$ cat config.mk
export PLATFORM = sky130hd
export DESIGN_NAME = dual_chamber_pacer
export DESIGN_NICKNAME = d
export VERILOG_FILES = /design/src/rtl/dual_chamber_pacer.sv
export SDC_FILE = /design/constraint.sdc
export NUM_CORES = 1
export LEC_CHECK = 0
export CORE_MARGIN = 5
export CORE_UTILIZATION = 40
export DETAILED_ROUTE_END_ITERATION = 12
export GPL_ROUTABILITY_DRIVEN = 0
export PLACE_DENSITY = 0.66
export SLEW_MARGIN = 20
export SYNTH_ARGS = -nofsm -noshare
export SYNTH_HDL_FRONTEND = slang
export SYNTH_SLANG_ARGS = --single-unit
$ cat constraint.sdc
create_clock -name clk -period 4.31 [get_ports clk]
set_input_delay 0.431 -clock clk [delete_from_list [all_inputs] [get_ports clk]]
set_output_delay 0.431 -clock clk [all_outputs]
set_load 0.05 [all_outputs]
$ cat src/rtl/dual_chamber_pacer.sv
// Dual-chamber pacing controller: escape timers, refractory blanking,
// runtime DDD/VVI select and saturating pace statistics.
//
//   state   | meaning
//   --------+-----------------------------------------------------------
//   A_WAIT  | waiting for an atrial sense, atrial escape timer running
//   A_PACE  | driving the atrial pace pulse
//   V_WAIT  | waiting for a ventricular sense (AV delay, or VV in VVI)
//   V_PACE  | driving the ventricular pace pulse
//   REFRACT | blanking after a ventricular event, senses ignored
//
// The timer counts the cycles remaining in the current state and exits
// when it reaches zero. Loading lim-1 on entry also captures the limit, so
// later changes on the limit inputs have no effect until the next entry.
module dual_chamber_pacer #(
  parameter int CNT_W   = 16,
  parameter int PACE_W  = 2,
  parameter int REF_CYC = 8,
  parameter int STAT_W  = 8
) (
  input  logic              clk,
  input  logic              rst,
  input  logic              sa_i,
  input  logic              sv_i,
  input  logic              mode_i,
  input  logic [CNT_W-1:0]  va_limit_i,
  input  logic [CNT_W-1:0]  av_limit_i,
  output logic              pa_o,
  output logic              pv_o,
  output logic              refr_o,
  output logic [2:0]        state_o,
  output logic [STAT_W-1:0] apace_cnt_o,
  output logic [STAT_W-1:0] vpace_cnt_o
);

  typedef enum logic [2:0] {
    A_WAIT  = 3'd0,
    A_PACE  = 3'd1,
    V_WAIT  = 3'd2,
    V_PACE  = 3'd3,
    REFRACT = 3'd4
  } state_e;

  localparam logic [CNT_W-1:0] PACE_LD = CNT_W'(PACE_W - 1);
  localparam logic [CNT_W-1:0] REF_LD  = CNT_W'(REF_CYC - 1);

  state_e            state_q, state_d;
  logic [CNT_W-1:0]  timer_q, timer_d;
  logic [STAT_W-1:0] apace_q, vpace_q;
  logic              apace_inc, vpace_inc;
  logic              tc;

  // A zero limit behaves as one cycle.
  function automatic logic [CNT_W-1:0] wait_ld(input logic [CNT_W-1:0] lim);
    return (lim == '0) ? '0 : lim - CNT_W'(1);
  endfunction

  assign tc = (timer_q == '0);

  // State and remaining-cycle timer register.
  always_ff @(posedge clk) begin
    if (rst) begin
      state_q <= REFRACT;
      timer_q <= REF_LD;
    end else begin
      state_q <= state_d;
      timer_q <= timer_d;
    end
  end

  // Next-state and timer reload; a sense beats a same-cycle timeout.
  always_comb begin
    state_d   = state_q;
    timer_d   = timer_q - CNT_W'(1);
    apace_inc = 1'b0;
    vpace_inc = 1'b0;
    case (state_q)
      A_WAIT: begin
        if (sa_i) begin
          state_d = V_WAIT;
          timer_d = wait_ld(av_limit_i);
        end else if (tc) begin
          state_d   = A_PACE;
          timer_d   = PACE_LD;
          apace_inc = 1'b1;
        end
      end
      A_PACE: begin
        if (tc) begin
          state_d = V_WAIT;
          timer_d = wait_ld(av_limit_i);
        end
      end
      V_WAIT: begin
        if (sv_i) begin
          state_d = REFRACT;
          timer_d = REF_LD;
        end else if (tc) begin
          state_d   = V_PACE;
          timer_d   = PACE_LD;
          vpace_inc = 1'b1;
        end
      end
      V_PACE: begin
        if (tc) begin
          state_d = REFRACT;
          timer_d = REF_LD;
        end
      end
      REFRACT: begin
        // VVI escape and DDD atrial escape both run off va_limit.
        if (tc) begin
          state_d = mode_i ? V_WAIT : A_WAIT;
          timer_d = wait_ld(va_limit_i);
        end
      end
      default: begin
        state_d = REFRACT;
        timer_d = REF_LD;
      end
    endcase
  end

  // Saturating pace counters, bumped on entry to a pace state.
  always_ff @(posedge clk) begin
    if (rst) begin
      apace_q <= '0;
      vpace_q <= '0;
    end else begin
      if (apace_inc && (apace_q != '1)) apace_q <= apace_q + STAT_W'(1);
      if (vpace_inc && (vpace_q != '1)) vpace_q <= vpace_q + STAT_W'(1);
    end
  end

  assign pa_o        = (state_q == A_PACE);
  assign pv_o        = (state_q == V_PACE);
  assign refr_o      = (state_q == REFRACT);
  assign state_o     = state_q;
  assign apace_cnt_o = apace_q;
  assign vpace_cnt_o = vpace_q;

endmodule
Yosys cells after proc, flatten, opt, wreduce, memory -nomap -nowiden --
Cells that the tools add are included.
Word-level totals: register bits after elaboration 35
Cells by class: add/subtract/negate cells 5, muxes and demuxes 23, eq/ne operators 11, reductions and logical operators 7
Operators with widths (number):
- $mux 16 | 8
- $pmux 16 s5 | 1
- $logic_not 16->1 | 3
- $sub 16x1->16 const B | 3
- $mux 3 | 7
- $add 8x1->8 const B | 2
- $ne 8x8->1 const B | 2
- $pmux 3 s5 | 1
- $eq 3x2->1 const B | 2
- $ne 2x1->1 const B | 3
- $ne 3x3->1 const B | 2
- $mux 1 | 5
- $reduce_and 5->1 | 1
- $eq 3x1->1 const B | 1
- $eq 3x3->1 const B | 1
- $logic_not 3->1 | 1
- $logic_and 1x1->1 | 2
- $mux 2 | 1

Longest topological paths before layout --
depth after elaboration 5, depth in mapped cells 10

Worst setup path after synthesis --
Ideal clock, no wire load.
path type register -> register, from register state_q[0], in the netlist state_o[0], to register timer_q[2], path buffers 1, stages on the path, launching flop included 8, arrival 2836 ps, slack 1394 ps, period minus slack after synthesis 2916 ps, path through dfxtp_1 > buf_1 > inv_1 > nor3_1 > nand2_1 > o22ai_1 > o22ai_1 > o211ai_1
Between the ends: cells in the longest elaborated chain, start to end 2
RTL lines:
- start: declaration | line 47 | state_e state_q, state_d;
- start signal: assignment | line 66 | state_q <= state_d;
- $eq 3x1->1
- named net pa_o | line 28 | output logic pa_o,
- $pmux 16 s5 | line 77 | case (state_q)
- end signal: assignment | line 67 | timer_q <= timer_d;
- end: declaration | line 48 | logic [CNT_W-1:0] timer_q, timer_d;
The timed path passes the listed nets, and every way through them passes these cells. A chain may end at the register's enable or synchronous reset.

Worst setup path in the final report --
from register state_q[0], in the netlist state_o[0], to output port pa_o
Between the ends: cells in the longest elaborated chain, start to end 1
RTL lines:
- $eq 3x1->1 | line 135 | assign pa_o = (state_q == A_PACE);
- end: declaration | line 28
No other way between the ends.

==> metrics.csv <==
metric,value,unit
status,finished clean,
ctsHtreeMaxLevel,2,
grt_max_degree,24,
drc,0,
worst_slew_pin_slew,0.923,ns
drive_gt1_share,4.75,%
period_minus_slack,2.80,ns
rsz0062_at_grt,no,
drt_iter0_markers,153,
yosys.area_share.adder,3.61,%
p_leak,0.00123,uW
setup_viol,0,
synth_edf_count,0,
cp_data_required_time,3.88,ns
synth_compound_area_share,19.9,%
final_antenna_net_count,0,
grt_first_pass_wirelength,13000,um
clockBufferDepth,2,
path_clk_slew,0.08,ns
critPathCapture,pa_o,
max_freq,0.357,GHz
path_class,reg -> out,
syn_area,2780,sq um
drv_slew,0,
clock_latency,0.29,ns
peakVddDrop,0.210,mV
ioPinCount,59,
cts-root-buf,clkbuf_8,
hpwl,6240,um
synth-xor-area-share,14.5,%
final_cell_mix,"nor2_1 (58), clkdlybuf4s50_1 (58), dfxtp_1 (35)",
yosys_warnings,0,
track_usage,18.2,%
ys_ff_latch,35,
async_flop_share,0,%
rows,30,
synth_top_family_by_area,simple AND/OR/NAND/NOR gates,
p_per_area,314,nW/um^2
hp-class,reg -> reg,
area_growth,26.7,%
post_drt_wl_per_cell,15.7,um
gr-total-overflow,0,
crit_fanout,14,
synth_fp_nets,412,
routed_wl,7840,um
drt_first_pass_iters,4,
vias,2925,
max_cap_violations,0,
r2r_start,timer_q[5],
grt_pass1_vias,2782,
design_area,3520,sq um
n_fill_cell,649,
postCtsSetupBuffers,0,
synth_mux_area_share,1.08,%
setup_tns,0,ns
antennaDiodeCount,0,
end_kind,output pin,
dieArea,8700,sq um
cts_resized,0,
dieWidth,93.3,um
rrSetupSlack,1.65,ns
die_h,93.3,um
start_util,41.1,%
hold_viol,0,
worst_r2r_path_depth,6,
nets,466,
antenna_found_initial,0,
place_area,3410,sq um
slew_headroom,38.0,%
synth-simple-area-share,32.2,%
fin_crit_sh,65.0,%
routed_via_density,5.84,
cts_hold_buf,0,
synth_cell_types,55,
synth.avg_cell_area,7.56,sq um
synthFlopType,dfxtp_1,
io_buffers,58,
netlist_instances,367,
multi_input_area,1980,sq um
fin_skew,0.0145,ns
cts-buffers-inserted,5,
cp.arrival,2.37,ns
crit_start,state_o[0],
critPathLaunchType,register,
regArea,701,sq um
clock_sinks,35,
cts_tree,yes,
yosysSeqAreaShare,25.2,%
coreArea,6760,sq um
rr_endpoint,apace_cnt_o[5],
==> state kept, by name (all words and copies together) (netlist names) <==
name,count
apace_cnt_o,8
vpace_cnt_o,8
timer_q,16
state_o,3
==> how the worst min path moves through the flow <==
stage                                end           start  cells past startpoint
after global routing      apace_cnt_o[7]  apace_cnt_o[7]                      2
final                     apace_cnt_o[7]  apace_cnt_o[7]                      2
after detailed placement  apace_cnt_o[7]  apace_cnt_o[7]                      2
after global placement    apace_cnt_o[7]  apace_cnt_o[7]                      2
after CTS                 apace_cnt_o[7]  apace_cnt_o[7]                      2
after floorplan               timer_q[9]      timer_q[9]                      3
==> cells by family after synthesis <==
kind of cell               Yosys count
muxes                                3
and+or+nand+nor                    169
xor gates and xnor gates            46
buffers and inverters               22
DFF                                 35
AOI/OAI and AO/OA                   84
adders and majority gates            8
==> power breakdown <==
group          internal [uW]  total, uW  switching (uW)
registers                350        386            36.9
clock network            170        287             117
logic                    166        431             265
total                    685       1100             419
==> worst max-delay path, cell delays in order (launching register included) <==
cell and delay (ns):
dfxtp_1 0.66, inv_1 0.19, nor3_1 0.34, clkdlybuf4s50_1 0.88
==> layout make-up <==
type                       instances  area share, %
clock buffer                       6           2.06
sequential                        35           19.9
tap                               80           2.85
inverter                           8          0.854
multi-input combinational        310           56.3
clock inverter                     1          0.854
timing repair buffer              61           17.2
==> cell usage after synthesis, drive strengths merged (9+ instances only) <==
| cell | number | area (sq um) |
|---|---|---|
| nand4 | 9 | 56.3 |
| nand3 | 16 | 80.1 |
| nand2 | 20 | 75.1 |
| a21oi | 16 | 80.1 |
| xnor2 | 18 | 158 |
| nand2b | 11 | 68.8 |
| nor4 | 15 | 130 |
| o21ai | 23 | 115 |
| dfxtp | 35 | 701 |
| nor2 | 58 | 218 |
| xor2 | 28 | 245 |
| nor3 | 14 | 81.3 |
==> per-stage QoR <==
| stage | total power (uW) | hold WS, ns | util, % | std cells | worst slack (ns) |
|---|---|---|---|---|---|
| after CTS | 1110 | 0.544 | 52.0 | 501 | 1.52 |
| after detailed placement | 818 | 0.527 | 50.5 | 494 | 1.30 |
| after global placement | 814 | 0.510 | 50.5 | 494 | 1.38 |
| after global routing | 1170 | 0.582 | 52.0 | 501 | 1.33 |
| final | 1100 | 0.541 | 52.0 | 501 | 1.51 |
| after floorplan | 679 | 0.560 | - | 367 | 1.39 |
==> routing by layer <==
| layer | vias up | track usage (%) | share of wire (%) | wire, um |
|---|---|---|---|---|
| li1 | 1456 | - | - | - |
| met1 | 1347 | 24.3 | 47 | 3700 |
| met2 | 104 | 29.2 | 45 | 3550 |
| met3 | 18 | 2.98 | 5.0 | 396 |
| met4 | 0 | 7.33 | 2.6 | 204 |
| met5 | - | 0 | 0 | 0 |
(Power assumes the default switching activity.)
